`config.mk`:
```
export PLATFORM = sky130hd
export DESIGN_NAME = spi_mstr_ctrl_flat
export DESIGN_NICKNAME = d
export VERILOG_FILES = /design/src/rtl/spi_mstr_ctrl_if.sv /design/src/rtl/spi_mstr_ctrl.sv /design/src/flat_wrapper.sv
export SDC_FILE = /design/constraint.sdc
export NUM_CORES = 1
export LEC_CHECK = 0
export ABC_AREA = 1
export ABC_CLOCK_PERIOD_IN_PS = 2400
export BUFFER_PORTS_ARGS = -buffer_cell sky130_fd_sc_hd__buf_2
export CAP_MARGIN = 30
export CORE_ASPECT_RATIO = 0.6
export CORE_MARGIN = 2
export CORE_UTILIZATION = 30
export DETAILED_ROUTE_END_ITERATION = 6
export PLACE_DENSITY = 0.55
export SETUP_SLACK_MARGIN = 0.02
export SKIP_LAST_GASP = 1
export SYNTH_ARGS = -nofsm -noshare
export SYNTH_HDL_FRONTEND = slang
export SYNTH_SLANG_ARGS = --single-unit
```
`constraint.sdc`:
```
create_clock -name clk -period 2.4 [get_ports clk]
set_clock_uncertainty 0.05 [all_clocks]
set_input_delay 0.24 -clock clk [delete_from_list [all_inputs] [get_ports clk]]
set_output_delay 0.24 -clock clk [all_outputs]
set_load 0.02 [all_outputs]
```
`src/rtl/spi_mstr_ctrl_if.sv`:
```
// Signal bundle between the SPI master transaction controller, its SCLK
// divider, the serial lines and the command source.
interface spi_mstr_ctrl_if #(
    parameter int WIDTH = 16
);
    // wrt/done handshake: wrt is a one-clk request honoured only while the
    // controller is idle (ld_SCLK = 1); a wrt seen while busy is dropped, not
    // queued. done rises when the word is complete and stays high, with
    // rd_data valid, until the next accepted wrt.
    logic             wrt;
    logic [WIDTH-1:0] cmd;
    logic             done;
    logic [WIDTH-1:0] rd_data;

    // Divider strobes in, divider hold/reload out.
    logic             shft;
    logic             full;
    logic             ld_SCLK;

    // Serial side.
    logic             SS_n;
    logic             MOSI;
    logic             MISO;

    // FSM state for checkers: 0 = IDLE, 1 = SHIFTING.
    logic             dbg_state;

    modport master (
        input  wrt, cmd, shft, full, MISO,
        output done, rd_data, ld_SCLK, SS_n, MOSI, dbg_state
    );

    modport slave (
        output wrt, cmd, shft, full, MISO,
        input  done, rd_data, ld_SCLK, SS_n, MOSI, dbg_state
    );
endinterface

```
`src/rtl/spi_mstr_ctrl.sv`:
```
// SPI master transaction controller: one wrt pulse gives one full-duplex,
// MSB-first, mode-0 transfer of WIDTH bits. Define SPI_XFER_CNT_EN to add xfer_cnt.
module spi_mstr_ctrl #(
    parameter int WIDTH = 16
) (
    input  logic        clk,
    input  logic        rst,
`ifdef SPI_XFER_CNT_EN
    output logic [15:0] xfer_cnt,
`endif
    spi_mstr_ctrl_if.master bus
);
    localparam int              CW       = $clog2(WIDTH + 1);
    localparam logic [CW-1:0]   LAST_BIT = CW'(WIDTH);
    localparam logic [CW-1:0]   CNT_ONE  = CW'(1);

    typedef enum logic {
        IDLE     = 1'b0,
        SHIFTING = 1'b1
    } state_t;

    state_t           state;
    logic [WIDTH-1:0] shreg;
    logic [CW-1:0]    bit_cnt;
    logic             ss_n_q;
    logic             done_q;
    logic             xfer_end;

    // Only the full strobe that follows the last shft closes the frame; the
    // front-porch full and the mid-word ones see bit_cnt < WIDTH.
    assign xfer_end = (state == SHIFTING) && bus.full && (bit_cnt == LAST_BIT);

    always_ff @(posedge clk or posedge rst) begin
        if (rst) begin
            state   <= IDLE;
            shreg   <= '0;
            bit_cnt <= '0;
            ss_n_q  <= 1'b1;
            done_q  <= 1'b0;
        end else begin
            case (state)
                IDLE: begin
                    if (bus.wrt) begin
                        shreg   <= bus.cmd;
                        bit_cnt <= '0;
                        ss_n_q  <= 1'b0;
                        done_q  <= 1'b0;
                        state   <= SHIFTING;
                    end
                end
                SHIFTING: begin
                    // MISO is taken raw: shft lands one clk after the SCLK rise,
                    // well inside the window where the slave holds it stable.
                    if (bus.shft) begin
                        shreg   <= {shreg[WIDTH-2:0], bus.MISO};
                        bit_cnt <= bit_cnt + CNT_ONE;
                    end
                    if (xfer_end) begin
                        ss_n_q <= 1'b1;
                        done_q <= 1'b1;
                        state  <= IDLE;
                    end
                end
                default: state <= IDLE;
            endcase
        end
    end

    assign bus.ld_SCLK   = (state == IDLE);
    assign bus.SS_n      = ss_n_q;
    assign bus.done      = done_q;
    assign bus.MOSI      = shreg[WIDTH-1];
    assign bus.rd_data   = shreg;
    assign bus.dbg_state = (state == SHIFTING);

`ifdef SPI_XFER_CNT_EN
    logic [15:0] cnt_q;

    // Counts on the edge done rises; a reset-aborted frame never reaches it.
    always_ff @(posedge clk or posedge rst) begin
        if (rst) begin
            cnt_q <= '0;
        end else if (xfer_end) begin
            cnt_q <= cnt_q + 16'd1;
        end
    end

    assign xfer_cnt = cnt_q;
`endif
endmodule

```
`src/flat_wrapper.sv`:
```
// flat-port wrapper written by rule: the top's interface ports become plain ports
module spi_mstr_ctrl_flat 
#(
    parameter int WIDTH = 16
)
  (clk, rst, bus_wrt, bus_cmd, bus_shft, bus_full, bus_MISO, bus_done, bus_rd_data, bus_ld_SCLK, bus_SS_n, bus_MOSI, bus_dbg_state);
  spi_mstr_ctrl_if #(.WIDTH(WIDTH)) bus_i ();
  input  logic clk;
  input  logic rst;
  input wire logic [$bits(bus_i.wrt)-1:0] bus_wrt;
  input wire logic [$bits(bus_i.cmd)-1:0] bus_cmd;
  input wire logic [$bits(bus_i.shft)-1:0] bus_shft;
  input wire logic [$bits(bus_i.full)-1:0] bus_full;
  input wire logic [$bits(bus_i.MISO)-1:0] bus_MISO;
  output wire logic [$bits(bus_i.done)-1:0] bus_done;
  output wire logic [$bits(bus_i.rd_data)-1:0] bus_rd_data;
  output wire logic [$bits(bus_i.ld_SCLK)-1:0] bus_ld_SCLK;
  output wire logic [$bits(bus_i.SS_n)-1:0] bus_SS_n;
  output wire logic [$bits(bus_i.MOSI)-1:0] bus_MOSI;
  output wire logic [$bits(bus_i.dbg_state)-1:0] bus_dbg_state;
  assign bus_i.wrt = bus_wrt;
  assign bus_i.cmd = bus_cmd;
  assign bus_i.shft = bus_shft;
  assign bus_i.full = bus_full;
  assign bus_i.MISO = bus_MISO;
  assign bus_done = bus_i.done;
  assign bus_rd_data = bus_i.rd_data;
  assign bus_ld_SCLK = bus_i.ld_SCLK;
  assign bus_SS_n = bus_i.SS_n;
  assign bus_MOSI = bus_i.MOSI;
  assign bus_dbg_state = bus_i.dbg_state;
  spi_mstr_ctrl #(.WIDTH(WIDTH)) u_core (.clk(clk), .rst(rst), .bus(bus_i));
endmodule
```
==> results by group <==
Synth
  • Post-synthesis register bit count: 24
  • Synth unique cells: 20
  • Yosys Warn Count: 0
  • Post-Syn Nets: 161
  • Mapped Avg Cell Area: 8.58 µm²
  • Post-Syn Instances: 137
  • Post-synthesis sequential area ratio: 51.2%
  • Cell Area, Synth: 1170 µm²

STA
  • Max_slew headroom: 76.2%
  • Tmin final: 1.48 ns
  • Setup violators final: 0
  • Total negative slack: 0 ns
  • Final Worst Setup Slack: 0.917 ns
  • Count of final hold-check violations: 0
  • Max Clk Rate: 674 MHz
  • RSZ-0062 raised after global routing: false
  • Fin crit share: 61.8%
  • Worst-Margin Slew: 0.356 ns
  • Final number of max-transition violations: 0

Clock network
  • Post_cts resized: 0
  • Number of CTS-inserted buffers: 3
  • Clk sinks: 24
  • Post-CTS Setup Inserts: 0
  • Hold_buf cts: 0
  • H-tree levels: 1
  • Worst-path clk slew: 0.09 ns
  • CTS Root Cell: clkbuf_8
  • Worst skew pair latency: 0.26 ns
  • Max Buffers Root-to-Sink: 2
  • Clock tree from TritonCTS: done

Global routing
  • Largest net degree at the start of global routing: 36
  • GRT Total Usage: 13.1%
  • Initial antenna violation count: 0
  • Grt ovf: 0
  • Global-route wire length before repair: 4590 µm
  • Vias in the first global route: 1009

Setup path
  • CP Launch Type: register
  • R2R setup slack: 0.92 ns
  • Reg2reg end: u_core.bus.rd_data[3]
  • Critical path data required time: 2.51 ns
  • R2R Path Start: u_core.bus.dbg_state
  • Critical Path AT: 1.60 ns
  • Register-to-Register Path Depth: 5
  • CP endpoint kind: register
  • Crit path from: u_core.bus.dbg_state
  • Max Fanout on Critical Path: 35
  • Critical path type: reg -> reg

Power
  • Pwr Total: 2.00 mW
  • LEAKAGE: 0.777 nW
  • Seq pwr share: 37.1%
  • Int Pwr: 1.16 mW
  • Sw Ratio: 42.0%
  • Maximum vdd drop: 0.456 mV
  • NetSw: 840 µW
  • Power Density: 1320 nW/µm²
  • Clock share of power: 17.6%
  • Gate power share: 45.3%

Drt
  • Vias/cell: 4.64
  • Drt wl/cell: 11.7 µm
  • Final wirelength: 2640 µm
  • ANT nets after route: 0
  • Post-route DRC: 0
  • Via count: 1049
  • DRT iter0 DRCs: 57
  • DRT Pass-1 Iters: 5

Floorplanning
  • Die height: 52.5 µm
  • Die area: 4450 µm²
  • Core ar.: 3700 µm²
  • Rows: 17
  • Initial Util: 31.7%
  • Io pins: 43
  • Die span in x: 84.8 µm

Min path
  • Hold endpoint: u_core.bus.dbg_state
  • Min-delay src: bus_wrt
  • Hold path depth: 3
  • Hold/Removal Path Class: in -> reg

Finish
  • Final design utilization: 40.9%
  • Sequential cell area: 602 µm²
  • Share of layout cells above drive strength 1: 29.6%
  • Fillers: 417
  • Multi-input logic area: 485 µm²
  • Commonest non-fill, non-tap cell in the layout: nand2_1
  • Final nets: 204
  • Antenna Cells: 0
  • Final cell count without fillers: 226
  • Most frequent cells in the layout: 44 x nand2_1, 42 x buf_2, 23 x dfrtp_1
  • Area growth syn-to-layout: 28.9%

Place
  • Pre-CTS setup slack: 0.912 ns
  • Port bufs: 42
  • HPWL after DPL: 1910 µm
  • RD Place Congestion: 0.811
  • Dpl cells: 220

Outcome
  • Outcome: complete, no violations

Run
  • Number of max-cap violations: 0
cell usage after synthesis:
cell type	n	share of area, %
buf_2	4	1.7
nand2_4	2	1.9
a21oi_1	1	0.43
o211ai_1	2	1.3
buf_4	2	1.3
o21ai_0	3	1.3
dfrtp_1	23	49
dfstp_2	1	2.2
o21ai_1	6	2.6
nand4_1	2	1.1
nand3_1	15	6.4
or2_1	2	1.1
o21a_1	12	7.7
nand2_1	44	14
o22ai_1	1	0.53
buf_6	1	0.96
inv_1	9	2.9
ha_1	2	2.1
nor2_1	3	0.96
inv_2	2	0.64
cell type report:
type / instances / share of cell area [%]
tap: 47 / 3.88
clock buffer: 3 / 2.73
timing repair buffer: 45 / 16.9
multi-input combinational: 95 / 32.1
clock inverter: 1 / 1.98
sequential: 24 / 39.8
inverter: 11 / 2.73
kinds of logic after synthesis:
logic type      Yosys count  synth area share (%)
buf+inv                  18                  7.45
simple gates             68                  25.5
fa+ha+maj                 2                  2.13
flops                    24                  51.2
compound gates           25                  13.7
power groups by stage:
stage	Clock (mW)	Combinational, mW	Sequential [mW]
finish	0.352	0.906	0.743
global placement	0	0.896	0.743
detailed placement	0	0.911	0.747
CTS	0.363	0.914	0.743
global route	0.386	1.02	0.770
floorplan	0	0.492	0.906
metal layers:
layer	up-vias	wire, µm	GRT usage, %
met4	0	4	0.794
met1	476	1330	18.6
li1	533	-	-
met5	-	0	0
met2	38	1100	20.5
met3	2	202	4.57
flip-flops by register name, summed over array words and instances, names as in the netlist:
name	flops
u_core.bus.rd_data	16
u_core.bit_cnt	5
u_core.bus.done	1
u_core.bus.SS_n	1
u_core.bus.dbg_state	1
worst max path at each step:
stage          slack (ns)  cells past startpoint                     to
2_1_floorplan        1.13                      5  u_core.bus.rd_data[3]
6_report             0.92                      5  u_core.bus.rd_data[3]
3_5_place_dp         0.91                      5  u_core.bus.rd_data[4]
3_3_place_gp         0.97                      6      u_core.bit_cnt[4]
5_1_grt              0.74                      5  u_core.bus.rd_data[4]
4_1_cts              0.89                      6  u_core.bus.rd_data[2]
per-stage QoR:
step	hold slack, ns	cell area (µm²)
finish	0.193	1510
floorplan	0.204	1170
detailed placement	0.411	1410
global route	0.200	1510
global placement	0.407	1410
CTS	0.151	1480
worst max-delay path, cell delays in order (launching register included):
cell and delay, ns:
dfrtp_1 0.37, buf_4 0.25, nand2_1 0.14, nand2_4 0.31, nand3_1 0.13, o21a_1 0.13
Power figures use the tool's default switching activity.
